--- src/rtl/spi2icb_pkg.sv ---
// spi2icb_pkg: shared state encodings, command code and default widths for the SPI-to-ICB bridge
package spi2icb_pkg;
    typedef enum logic [1:0] {
        IDLE = 2'd0,
        CMD  = 2'd1,
        ADDR = 2'd2,
        DATA = 2'd3
    } state_t;
    localparam logic ICB_CMD_RD = 1'b1;
    localparam int   AW_DEF     = 8;
    localparam int   DW_DEF     = 8;
endpackage

--- src/rtl/spi2icb_sync.sv ---
// spi2icb_sync: 2-flop synchronizer plus a third flop for rise/fall pulse detection
module spi2icb_sync (
    input  logic clk,
    input  logic rst_n,
    input  logic d,
    output logic q,
    output logic rise,
    output logic fall
);
    logic [2:0] s;
    always_ff @(posedge clk or negedge rst_n)
        if (!rst_n) s <= '0;
        else        s <= {s[1:0], d};
    assign q    = s[1];
    assign rise = s[1] & ~s[2];
    assign fall = ~s[1] & s[2];
endmodule

--- src/rtl/spi2icb.sv ---
// spi2icb: SPI mode-0 slave to ICB master bridge with auto-incrementing burst access
module spi2icb
    import spi2icb_pkg::*;
#(
    parameter int aw = AW_DEF,
    parameter int dw = DW_DEF
) (
    input  logic          clk,
    input  logic          rst_n,
    input  logic          spi_csn,
    input  logic          spi_sck,
    input  logic          spi_mosi,
    output logic          spi_miso,
    output logic          spi_miso_oe,
    output logic          icb_wr,
    output logic [aw-1:0] icb_wadr,
    output logic [dw-1:0] icb_wdat,
    output logic          icb_rd,
    output logic [aw-1:0] icb_radr,
    input  logic [dw-1:0] icb_rdat
);
    localparam int cw = $clog2(aw > dw ? aw : dw);
    localparam logic [cw-1:0] alast = cw'(aw - 1);
    localparam logic [cw-1:0] dlast = cw'(dw - 1);
    state_t        state, nxt;
    logic          csn_q, csn_rise, csn_fall, sck_rise, sck_fall;
    logic [1:0]    mosi_s;
    logic          mosi_q, bit_ok, cmd, miso_r;
    logic [cw-1:0] cnt;
    logic [aw-1:0] adr;
    logic [dw-1:0] rx, tx;
    spi2icb_sync u_csn (.clk(clk), .rst_n(rst_n), .d(spi_csn), .q(csn_q), .rise(csn_rise), .fall(csn_fall));
    spi2icb_sync u_sck (.clk(clk), .rst_n(rst_n), .d(spi_sck), .q(), .rise(sck_rise), .fall(sck_fall));
    // mosi sees the same two-flop delay as the sck data path so it stays aligned with sck_rise
    always_ff @(posedge clk or negedge rst_n)
        if (!rst_n) mosi_s <= '0;
        else        mosi_s <= {mosi_s[0], spi_mosi};
    assign mosi_q = mosi_s[1];
    // a chip-select rise in the same clk as a sampling edge wins and drops that bit
    assign bit_ok = sck_rise & ~csn_rise;
    always_ff @(posedge clk or negedge rst_n)
        if (!rst_n) state <= IDLE;
        else        state <= nxt;
    always_comb
        nxt = state == IDLE ? (csn_fall ? CMD : IDLE) :
              csn_rise ? IDLE :
              (state == CMD && bit_ok) ? ADDR :
              (state == ADDR && bit_ok && cnt == alast) ? DATA : state;
    always_comb begin
        spi_miso_oe = state == DATA && cmd == ICB_CMD_RD && !csn_q;
        spi_miso    = spi_miso_oe & miso_r;
    end
    always_ff @(posedge clk or negedge rst_n) begin
        if (!rst_n) begin
            cnt      <= '0;
            adr      <= '0;
            rx       <= '0;
            tx       <= '0;
            cmd      <= 1'b0;
            miso_r   <= 1'b0;
            icb_wr   <= 1'b0;
            icb_rd   <= 1'b0;
            icb_wadr <= '0;
            icb_wdat <= '0;
            icb_radr <= '0;
        end else begin
            icb_wr <= 1'b0;
            icb_rd <= 1'b0;
            if (state == IDLE) begin
                cnt    <= '0;
                adr    <= '0;
                rx     <= '0;
                tx     <= '0;
                miso_r <= 1'b0;
            end
            if (state == CMD && bit_ok) begin
                cmd <= mosi_q;
                cnt <= '0;
            end
            if (state == ADDR && bit_ok) begin
                adr <= {adr[aw-2:0], mosi_q};
                cnt <= cnt == alast ? '0 : cnt + 1'b1;
                if (cnt == alast && cmd == ICB_CMD_RD) begin
                    icb_rd   <= 1'b1;
                    icb_radr <= {adr[aw-2:0], mosi_q};
                end
            end
            if (state == DATA) begin
                if (bit_ok) begin
                    rx  <= {rx[dw-2:0], mosi_q};
                    cnt <= cnt == dlast ? '0 : cnt + 1'b1;
                    if (cnt == dlast) begin
                        adr <= adr + 1'b1;
                        if (cmd == ICB_CMD_RD) begin
                            icb_rd   <= 1'b1;
                            icb_radr <= adr + 1'b1;
                        end else begin
                            icb_wr   <= 1'b1;
                            icb_wadr <= adr;
                            icb_wdat <= {rx[dw-2:0], mosi_q};
                        end
                    end
                end
                if (cmd == ICB_CMD_RD && sck_fall) begin
                    miso_r <= tx[dw-1];
                    tx     <= tx << 1;
                end
                if (icb_rd) tx <= icb_rdat;
            end
        end
    end
endmodule
--- config.mk ---
export PLATFORM = sky130hd
export DESIGN_NAME = spi2icb
export DESIGN_NICKNAME = d
export VERILOG_FILES = /design/src/rtl/spi2icb_pkg.sv /design/src/rtl/spi2icb_sync.sv /design/src/rtl/spi2icb.sv
export SDC_FILE = /design/constraint.sdc
export NUM_CORES = 1
export LEC_CHECK = 0
export ABC_AREA = 1
export BUFFER_PORTS_ARGS = -buffer_cell sky130_fd_sc_hd__buf_2
export CAP_MARGIN = 20
export CORE_ASPECT_RATIO = 1.5
export CORE_MARGIN = 1
export CORE_UTILIZATION = 45
export CTS_BUF_LIST = sky130_fd_sc_hd__clkbuf_16
export DETAILED_ROUTE_END_ITERATION = 12
export GPL_ROUTABILITY_DRIVEN = 0
export PLACE_DENSITY = 0.67
export SYNTH_ARGS = -nofsm -noshare
export SYNTH_HDL_FRONTEND = slang
export SYNTH_SLANG_ARGS = --single-unit
--- constraint.sdc ---
create_clock -name clk -period 1.8 [get_ports clk]
set_clock_uncertainty 0.15 [all_clocks]
set_input_delay 0.36 -clock clk [delete_from_list [all_inputs] [get_ports clk]]
set_output_delay 0.36 -clock clk [all_outputs]
set_load 0.02 [all_outputs]
== Yosys cells after proc, flatten, opt, wreduce, memory -nomap -nowiden ==
Cells that the tools add are included.

* Flip-flop bits (word level): 65
* Latch bits: 0
* Memory bits (writable): 0
* Bits in read-only memories: 0
* Input bits: 13
* Memories: 0

* $add $sub $neg: 2
* Multipliers: 0
* Divide/modulo/power cells: 0
* Order comparisons: 0
* Equality and inequality tests: 4
* Shifts and indexed selects: 0
* Muxes and demuxes: 42
* Bitwise operators: 12
* Reduce and logical (&&, ||, !) cells: 11

{| class="wikitable"
|+ Operator list
! kind !! number
|-
| $mux W8 || 18
|-
| $mux W3 || 6
|-
| $mux W1 || 14
|-
| $add A8 B1 Y8 const B || 1
|-
| $mux W2 || 4
|-
| $logic_and A1 B1 Y1 || 7
|-
| $and A1 B1 Y1 || 6
|-
| $not A1 Y1 || 6
|-
| $eq A2 B2 Y1 const B || 2
|-
| $reduce_and A4 Y1 || 1
|-
| $reduce_bool A4 Y1 || 1
|-
| $add A3 B1 Y3 const B || 1
|-
| $eq A3 B3 Y1 const B || 1
|-
| $eq A2 B1 Y1 const B || 1
|-
| $logic_not A2 Y1 || 1
|-
| $logic_not A1 Y1 || 1
|}

== Longest topological paths before layout ==
Gate-level depths: netlist of run 1.

* Depth after elaboration: 10
* Depth in mapped cells: 10
* Depth with buffers taken out: 9

== By module ==
A second synthesis of run 1 with hierarchy kept.

* Cells, all modules: 400
* Area, all modules: 3,134.3 µm²

{| class="wikitable"
|+ Modules (own cells, without submodules)
! module !! times used !! cells an instance !! area an instance (µm²) !! sequential area each (µm²)
|-
| spi2icb || 1 || 386 || 2,954.1 || 1,451.4
|-
| spi2icb_sync || 2 || 7 || 90.1 || 75.1
|}

== Worst setup path before layout of run 1 ==
No wires, ideal clock.

* Path type: reg-to-output
* From: register state[0]
* To: output spi_miso
* Arrival: 1,408 ps
* Required time: 1,290 ps
* Path slack: -118 ps
* Stages on the path, launching flop included: 4
* Path buffers: 0
* Cells stage by stage: dfrtp_1 > nand2_4 > nor3_1 > and2_1

* Word-level cells in the longest chain between the ends: 4

{| class="wikitable"
|+ Ends and longest elaborated chain
! item !! line !! RTL
|-
| start, declared || spi2icb.sv:25 || <nowiki>state_t state, nxt;</nowiki>
|-
| start signal, assigned || spi2icb.sv:43 || <nowiki>else state <= nxt;</nowiki>
|-
| $eq A2 B2 Y1 || spi2icb.sv:50 || <nowiki>spi_miso_oe = state == DATA && cmd == ICB_CMD_RD && !csn_q;</nowiki>
|-
| $logic_and A1 B1 Y1 (2 in a row) || spi2icb.sv:50 ||
|-
| net spi_miso_oe || spi2icb.sv:14 || <nowiki>output logic spi_miso_oe,</nowiki>
|-
| $and A1 B1 Y1 || spi2icb.sv:51 || <nowiki>spi_miso = spi_miso_oe & miso_r;</nowiki>
|-
| end, declared || spi2icb.sv:13 || <nowiki>output logic spi_miso,</nowiki>
|}

The timed path passes the listed nets, and every way through them passes these cells.

== Worst setup path after layout of run 1 ==
* From: register u_csn.s[1]
* To: output spi_miso

* Word-level cells in the longest chain between the ends: 3

{| class="wikitable"
|+ Ends and longest elaborated chain
! item !! line !! RTL
|-
| start, declared || spi2icb_sync.sv:10 || <nowiki>logic [2:0] s;</nowiki>
|-
| start signal, assigned || spi2icb_sync.sv:13 || <nowiki>else s <= {s[1:0], d};</nowiki>
|-
| $logic_not A1 Y1 || spi2icb.sv:50 ||
|-
| $logic_and A1 B1 Y1 || spi2icb.sv:50 ||
|-
| $and A1 B1 Y1 || spi2icb.sv:51 ||
|}

Every way passes these cells.

==> results of run 1 <==
[flip-flops by register name, summed over array words and instances (netlist names), 2 cells and up]
name / flops
tx: 8
adr: 8
u_sck.s: 3
icb_radr: 8
icb_wdat: 8
icb_wadr: 8
state: 2
u_csn.s: 3
mosi_s: 2
rx: 7
cnt: 3
[report_power, final]
group | internal [mW] | switching [mW]
logic | 0.145 | 0.304
clock network | 1.04 | 0.589
registers | 1.48 | 0.0357
total | 2.67 | 0.929
[timing repair]
| item | in CTS | in global routing |
|---|---|---|
| endpoints found under the hold margin | 67 | 0 |
| setup endpoints to repair | 2 | 23 |
| gates resized for setup | 5 | 8 |
| hold buffers | 4 | 0 |
| setup buffers | 4 | 2 |
| pin swaps | 3 | 2 |
| gates cloned | 0 | 1 |
[worst paths after layout]
| kind | startpoint | to | slack (ns) | cells past startpoint |
|---|---|---|---|---|
| max | u_csn.s[1] | spi_miso | 0.03 | 3 |
| min | icb_rdat[0] | tx[0] | 0.12 | 3 |
| max reg2reg | cnt[0] | icb_radr[0] | 0.09 | 10 |
| min reg2reg | mosi_s[0] | mosi_s[1] | 0.20 | 0 |
| max in group asynchronous | rst_n | icb_wadr[6] | 0.80 | 3 |
| min in group asynchronous | rst_n | u_sck.s[0] | 0.43 | 3 |
[routing by layer]
layer	GRT usage	wire length, um	up-vias
met4	0.104	172	0
li1	-	-	1358
met3	0.0455	274	13
met2	0.363	3840	64
met5	0	0	-
met1	0.243	2900	1264
[layout by cell type (no fill, tap or decap), drive strengths merged]
cell type and count:
a31oi 1, clkbuf 9, nand2 118, dlygate4sd3 4, nand3 47, buf 64, nor3 2, and2 1
o21ai 36, nand4 1, ha 3, a22o 1, a21oi 8, inv 50, nor2 29, xor2 4
o211ai 4, dfrtp 64, a21boi 2, bufinv 1, or2 4, clkinv 6
[critical path, cell delays in order, from the launching register on]
cell and delay [ns]:
dfrtp_2 0.44, nor3_4 0.22, and2_4 0.17, buf_6 0.10
[cell families after synthesis]
kind of cell | synth area share
AO/OA/AOI/OAI | 0.104
XOR/XNOR | 0.0108
adder cells (fa/ha/maj) | 0.0116
buffers and inverters | 0.0864
flip-flops | 0.493
AND/OR/NAND/NOR | 0.294
[metrics by stage]
step / cells / util / setup slack, ns / total power [mW]
floorplan: 387 / - / 0.0350 / 1.76
global placement: 510 / 0.526 / 0.133 / 1.93
global route: 537 / 0.586 / -0.0274 / 3.74
finish: 537 / 0.586 / 0.0310 / 3.60
CTS: 534 / 0.579 / -0.00113 / 3.61
detailed placement: 510 / 0.526 / 0.0769 / 1.94
[area by class of cell]
cell class | instances | area [um2] | share of cell area
clock inverters | 7 | 53.8 | 0.0133
inverters | 50 | 193 | 0.0477
multi-input cells | 261 | 1410 | 0.348
well taps | 78 | 97.6 | 0.0241
repair buffers | 68 | 465 | 0.115
clock buffers | 9 | 225 | 0.0557
flip-flops and latches | 64 | 1600 | 0.396
==> metrics.cfg, run 1 <==
[timing]
setup_viol=0
worst_slew_margin_rel=0.751
grt_setup_unrepaired=true
hold_violations=0
whs_ns=0.116
worstMarginPinSlew_ns=0.373
tns_ns=0
fmax_ghz=0.565
slew_viol_final=0
period_needed_ns=1.77
post-route-period-util=0.983

[outcome]
failed_checks=design-rule violations
status=complete, but fails checks

[synth]
ys_top_cells_by_area=dfrtp_1 49%, nand2_1 12%, nand3_1 6.9%
avgSynthCellArea_um2=8.39
yosys-top-cells-count=101 x nand2_1, 64 x dfrtp_1, 47 x inv_1
synth_ff_type=dfrtp_1
synth.most_common_cell=nand2_1
seq_area_frac_synth=0.493
ys_warn_count=0
synth_area_um2=3250
ys_seq_elements=64
synth_edf_count=0
yosysTopAreaCell=dfrtp_1
synth_fp_nets=403
synth_top_area_share=0.493
yosys.cell_types.count=33
synthCells=387
async_flop_share=1.00

[cts]
clock_sinks=64
cts_tree=yes
numCtsBuffers=9
cts_root_buf=clkbuf_16
insertion_delay_ns=0.33
clkTransAtPathRegs_ns=0.05
htree_levels=3
cts_buffer_depth=2

[die]
start_util=0.471
dieArea_um2=7560
core_um2=6900
die_x_um=71.3
ioPinCount=41
die_h_um=106
rows=37

[power_and_ir_drop]
pwr_density_cell_nw_per_um2=890
peakVddDrop_v=0.000586
p_leak_nw=2.19

[routing]
drtIter0Drc=271
drc=4
routed_wl_um=7180
vias_per_cell=5.03
vias=2699
wire_per_inst_um=13.4
ant_nets=0
drtPass1Iterations=9

[worst_setup_path]
startpoint_type=flip-flop
required_ns=1.29
critPathArrivalTime_ns=1.26
setup.worst_path.class=flip-flop to output pin
end_kind=output pin
crit_fanout=4

[placement]
io_buffer_count=40
placed_area_um2=3630
dpl.hpwl_um=4930

[global_route]
grt_antenna_before_repair=0
grt_use_total=0.210
grt_overflow=0
first_global_vias=2572
grt_max_degree=65
grt_pass1_wl_um=12000

[cells_and_area]
num-fill-cells=621
design_area_um2=4040
diodes=0
syn_to_final_growth_pct=24.6
drive_gt1_frac=0.270
fin_nets=470

[min_path]
min_path_type=primary input to flip-flop

[run]
drv_cap=0

Power figures use the tool's default switching activity.
==> inputs of run 2 (changes only) <==
Settings changed: SYNTH_HIERARCHICAL set to 1.
==> run 2 against run 1 <==
Compared with the run above: the run now ends clean; fmax shrank 1.7%; count of clock-buffer cells in the layout is the same; cell count grew 3.0%; combinational power grew 19%; sequential power is essentially flat; first-iteration DRC count shrank 39%; register-to-register slack is essentially flat; total power grew 2.1%; hold slack lost 0.015 ns; global-route usage grew 0.33 points; largest cell class unchanged.
==> metrics.cfg, run 2 <==
[outcome]
status=complete, no violations

[cts]
insertion_delay_ns=0.33  ; about the same
cts_buffer_depth=2  ; unchanged
cts_root_buf=clkbuf_16
numCtsBuffers=9  ; unchanged
clock_sinks=64  ; unchanged
htree_levels=3  ; unchanged
clkTransAtPathRegs_ns=0.05  ; about the same
cts_tree=yes

[synth]
ys_warn_count=6  ; +6
async_flop_share=1.00  ; unchanged
synth_fp_nets=416  ; +3.2%
synthCells=400  ; +3.4%
avgSynthCellArea_um2=7.84  ; -6.6%
ys_seq_elements=64  ; unchanged
yosysTopAreaCell=dfrtp_1
seq_area_frac_synth=0.511  ; +0.0175
ys_top_cells_by_area=dfrtp_1 51%, nand2_1 16%, nand3_1 8.3%
synth_edf_count=0  ; unchanged
yosys.cell_types.count=26  ; -21%
synth_ff_type=dfrtp_1
synth_top_area_share=0.511  ; +0.0175
yosys-top-cells-count=134 x nand2_1, 64 x dfrtp_1, 52 x nand3_1
synth_area_um2=3130  ; -3.4%
synth.most_common_cell=nand2_1

[die]
start_util=0.473  ; +0.00283
core_um2=6620  ; -4.0%
rows=36  ; -2.7%
dieArea_um2=7310  ; -3.4%
die_x_um=70.1  ; -1.7%
die_h_um=104  ; -1.7%
ioPinCount=41  ; unchanged

[worst_setup_path]
cp_slowest_cell=dfrtp_1
critPathArrivalTime_ns=1.29  ; +0.03 ns
crit_fanout=2  ; -2
crit_path_max_incr_delay_ns=0.37  ; -0.07 ns
crit_family=simple AND/OR/NAND/NOR gates
crit_buf_inv=1  ; unchanged
end_kind=output pin
required_ns=1.29  ; about the same
cp_cell_sequence=nand2_2, nor3_4, and2_4, buf_6
startpoint_type=flip-flop
setup.worst_path.class=flip-flop to output pin

[timing]
slew_viol_final=0  ; unchanged
setup_viol=0  ; unchanged
worstMarginPinSlew_ns=0.335  ; -0.0376 ns
grt_setup_unrepaired=true
period_needed_ns=1.80  ; +0.0307 ns
fmax_ghz=0.556  ; -1.7%
hold_violations=0  ; unchanged
post-route-period-util=1.00  ; +0.0171
worst_slew_margin_rel=0.777  ; +0.0260
fin_ws_ns=0.000286  ; -0.0307 ns

[global_route]
grt_antenna_before_repair=0  ; unchanged
grt_pass1_wl_um=12200  ; +1.7%
first_global_vias=2628  ; +2.2%
grt_overflow=0  ; unchanged
grt_max_degree=65  ; unchanged
grt_use_total=0.214  ; +0.00332

[routing]
highest_layer=met4
route.met3.wl_um=281  ; +2.6%
drc=0  ; -4
ant_nets=0  ; unchanged
vias=2761  ; +2.3%
drtPass1Iterations=5  ; -4
wl_met2_um=3690  ; -3.8%
drtIter0Drc=165  ; -39%
routed_wl_um=7200  ; +0.31%
wl_met1_um=3150  ; +8.7%
vias_per_cell=4.99  ; -0.66%
wire_per_inst_um=13.0  ; -2.6%

[power_and_ir_drop]
pwr_density_cell_nw_per_um2=929  ; +4.4%
p_leak_nw=2.25  ; +2.7%
peakVddDrop_v=0.000780  ; +33%
finalPower_mw=3.67  ; +2.1%

[placement]
io_buffer_count=40  ; unchanged
dpl.hpwl_um=5050  ; +2.4%
post-place-ws_ns=0.0432  ; -0.0337 ns
placed_area_um2=3520  ; -2.9%

[cells_and_area]
layout_common_cells=131 x nand2_1, 63 x dfrtp_1, 52 x nand3_1, 50 x inv_1
design_area_um2=3950  ; -2.2%
num-fill-cells=600  ; -3.4%
drive_gt1_frac=0.214  ; -0.0563
fin_nets=489  ; +4.0%
regArea_um2=1600  ; unchanged
syn_to_final_growth_pct=26.1
multi_input_comb_area_um2=1290  ; -7.8%
final_common_cell=nand2_1
diodes=0  ; unchanged

[run]
drv_cap=0  ; unchanged

[min_path]
min_path_type=primary input to flip-flop

-- run 2: cell count changes after synthesis, moves of 3 or more --
cell	previous run	this run
o21ai_2	15	0
nand3_1	45	52
nand2_1	101	134
o21ai_1	7	0
nand2_2	15	2
o211ai_1	4	1
buf_6	5	2
o21ai_0	14	17
inv_1	47	50
buf_4	0	3
nor2_1	24	41
-- run 2: kinds of logic after synthesis --
kind of cell | Yosys count | synth area share
and+or+nand+nor | 241 | 0.339
DFF | 64 | 0.511
buffers and inverters | 62 | 0.0842
AOI/OAI and AO/OA | 28 | 0.0479
adders and majority gates | 3 | 0.0120
xor gates and xnor gates | 2 | 0.00559
-- run 2: per-layer routing --
metal / GRT usage / vias up
met5: 0 / -
met2: 0.357 / 70
met4: 0.0743 / 0
met3: 0.0581 / 6
li1: - / 1397
met1: 0.263 / 1288
-- run 2: worst register-to-register path: stages, from the launching register on --
cell and delay, ns:
dfrtp_1 0.39, ha_1 0.21, ha_1 0.23, buf_4 0.16, nand4_4 0.09, buf_4 0.17
nand3_1 0.08, nand2_1 0.08, inv_1 0.04
-- run 2: final timing paths --
kind / start / slack [ns] / endpoint / cells past startpoint
max: state[1] / 0.0003 / spi_miso / 4
min: icb_rdat[0] / 0.10 / tx[0] / 3
max reg2reg: cnt[0] / 0.09 / adr[6] / 8
min reg2reg: mosi_s[0] / 0.20 / mosi_s[1] / 0
max in group asynchronous: rst_n / 0.77 / state[0] / 3
min in group asynchronous: rst_n / 0.42 / icb_wdat[0] / 3
-- run 2: where the power goes --
group          switching [mW]  internal [mW]  total, mW
sequential             0.0281           1.48       1.51
combinational           0.363          0.173      0.536
clock                   0.586           1.04       1.63
total                   0.978           2.69       3.67
-- run 2: cell type report --
| class | instances | area share |
|---|---|---|
| inverters | 52 | 0.0494 |
| repair buffers | 72 | 0.123 |
| well taps | 76 | 0.0241 |
| flip-flops and latches | 64 | 0.406 |
| clock inverters | 6 | 0.0136 |
| multi-input cells | 274 | 0.328 |
| clock buffers | 9 | 0.0570 |
-- run 2: metrics by stage --
stage,util,hold slack (ns),instances,setup TNS [ns]
6_report,0.597,0.101,553,0
4_1_cts,0.587,0.0850,548,-0.00536
5_1_grt,0.597,0.102,553,-0.0477
3_5_place_dp,0.532,0.187,525,0
3_3_place_gp,0.532,0.183,525,0
2_1_floorplan,-,-0.0856,400,0
-- run 2: repair_timing --
action	in CTS	in global routing
hold buffers	4	0
pin swaps	3	3
buffers inserted	4	5
gates resized for setup	6	10
hold endpoints to repair	67	0
endpoints found under the setup margin	2	25
==> inputs of run 3 (changes only) <==
Settings changed: CORE_UTILIZATION 45 to 52, PLACE_DENSITY 0.67 to 0.76.
==> run 3 against run 2 <==
Compared with the run above: clock power increased by 13%; cell count increased by 0.18%; utilization increased by 9.8 points; total power increased by 7.0%; combinational power increased by 8.0%.
==> metrics.cfg, run 3 (synthesized netlist as in run 2, its figures left out) <==
[worst_setup_path]
r2r-end=icb_radr[1]
reg2reg_slack_ns=0.09  ; about the same
required_ns=1.29  ; about the same
end_kind=output pin
setup.worst_path.class=flip-flop to output pin
critPathArrivalTime_ns=1.23  ; -0.06 ns
startpoint_type=flip-flop
crit_fanout=8  ; +6
rr_worst_depth=8  ; unchanged
timing.rr.start=state[1]

[timing]
grt_setup_unrepaired=true
whs_ns=0.0842  ; -0.0168 ns
hold_violations=0  ; unchanged
period_needed_ns=1.74  ; -0.0591 ns
setup_viol=0  ; unchanged
fin_ws_ns=0.0594  ; +0.0591 ns
worst_slew_margin_rel=0.780  ; +0.00313
slew_viol_final=0  ; unchanged
post-route-period-util=0.967  ; -0.0328
worstMarginPinSlew_ns=0.330  ; -0.00470 ns
fmax_ghz=0.575  ; +3.4%

[run]
drv_cap=0  ; unchanged

[die]
die_x_um=65.4  ; -6.8%
ioPinCount=41  ; unchanged
die_h_um=97.1  ; -6.8%
rows=34  ; -5.6%
core_um2=5790  ; -13%
start_util=0.542  ; +0.0684
dieArea_um2=6350  ; -13%

[cells_and_area]
diodes=0  ; unchanged
fin_nets=493  ; +0.82%
layout_common_cells=131 x nand2_1, 62 x dfrtp_1, 52 x nand3_1, 47 x inv_1
utilization=0.695  ; +0.0977
drive_gt1_frac=0.230  ; +0.0165
syn_to_final_growth_pct=28.2
final_common_cell=nand2_1

[cts]
clock_sinks=64  ; unchanged
insertion_delay_ns=0.34  ; about the same
clkTransAtPathRegs_ns=0.06  ; about the same
cts_root_buf=clkbuf_16
htree_levels=3  ; unchanged
numCtsBuffers=9  ; unchanged
cts_buffer_depth=2  ; unchanged
cts_tree=yes

[placement]
post-place-ws_ns=0.0265  ; -0.0167 ns
dpl.hpwl_um=5050  ; about the same
io_buffer_count=40  ; unchanged

[power_and_ir_drop]
finalPower_mw=3.93  ; +7.0%
peakVddDrop_v=0.000791  ; +1.5%
p_leak_nw=2.28  ; +1.4%
pwr_density_cell_nw_per_um2=978  ; +5.2%

[routing]
ant_nets=0  ; unchanged
vias_per_cell=5.14  ; +2.9%
drtPass1Iterations=4  ; -1
vias=2847  ; +3.1%
drtIter0Drc=169  ; +2.4%
routed_wl_um=7280  ; +1.1%
drc=0  ; unchanged
wire_per_inst_um=13.1  ; +0.87%

[global_route]
grt_use_total=0.252  ; +0.0379
grt_max_degree=65  ; unchanged
grt_antenna_before_repair=0  ; unchanged
first_global_vias=2731  ; +3.9%
grt_overflow=0  ; unchanged
grt_pass1_wl_um=12000  ; -1.5%

[min_path]
hold-path-endpoint=tx[7]
hold_start=icb_rdat[7]
hold_path_depth=3  ; unchanged
min_path_type=primary input to flip-flop

[outcome]
status=complete, no violations

## run 3: changes by cell type in the layout (fill, tap and decap cells not counted), moves of 2 or more
cell	change
buf_4	+6
buf_6	-2
clkinv_4	+2
inv_1	-3
## run 3: where the power goes
part	switching [mW]	internal (mW)	total, mW
sequential	0.0332	1.48	1.51
clock	0.631	1.21	1.84
combinational	0.364	0.215	0.579
total	1.03	2.90	3.93
## run 3: worst max-delay path: stages, from the launching register on
cell and delay [ns]:
dfrtp_1 0.39, nand2_4 0.11, nor3_4 0.12, and2_1 0.14
buf_4 0.13
## run 3: repair_timing
| item | in CTS | in global routing |
|---|---|---|
| pin swaps | 0 | 2 |
| gates cloned | 0 | 0 |
| setup buffers | 3 | 9 |
| setup endpoints to repair | 2 | 18 |
| endpoints found under the hold margin | 67 | 0 |
| hold buffers | 4 | 0 |
| resized for setup | 2 | 13 |
## run 3: metrics by stage
| stage | instance area, um2 | setup TNS (ns) | cells |
|---|---|---|---|
| 5_1_grt | 4020 | -0.0603 | 554 |
| 3_3_place_gp | 3540 | 0 | 522 |
| 4_1_cts | 3930 | 0 | 545 |
| 2_1_floorplan | 3140 | 0 | 400 |
| 3_5_place_dp | 3540 | 0 | 522 |
| 6_report | 4020 | 0 | 554 |
## run 3: layout make-up
type                    instances  area (um2)
fillers                       468        1770
flip-flops and latches         64        1600
multi-input cells             274        1300
repair buffers                 76         508
clock buffers                   9         225
inverters                      52         195
clock inverters                 7        96.3
well taps                      72        90.1
## run 3: how the worst max path moves through the flow
stage / start / to / slack, ns / cells after the start
6_report: state[1] / spi_miso / 0.06 / 4
5_1_grt: cnt[0] / icb_radr[1] / -0.02 / 7
4_1_cts: cnt[0] / icb_radr[1] / 0.002 / 7
3_5_place_dp: u_csn/s[1] / icb_radr[0] / 0.03 / 8
3_3_place_gp: u_csn/s[1] / icb_radr[0] / 0.06 / 8
2_1_floorplan: state[1] / spi_miso / 0.02 / 4
## run 3: layer usage
metal  wire length (um)  vias up  global-route usage
li1                   -     1411                   -
met1               2970     1348               0.289
met2               3870       71               0.407
met3                256       17              0.0493
met4                185        0               0.179
met5                  0        -                   0
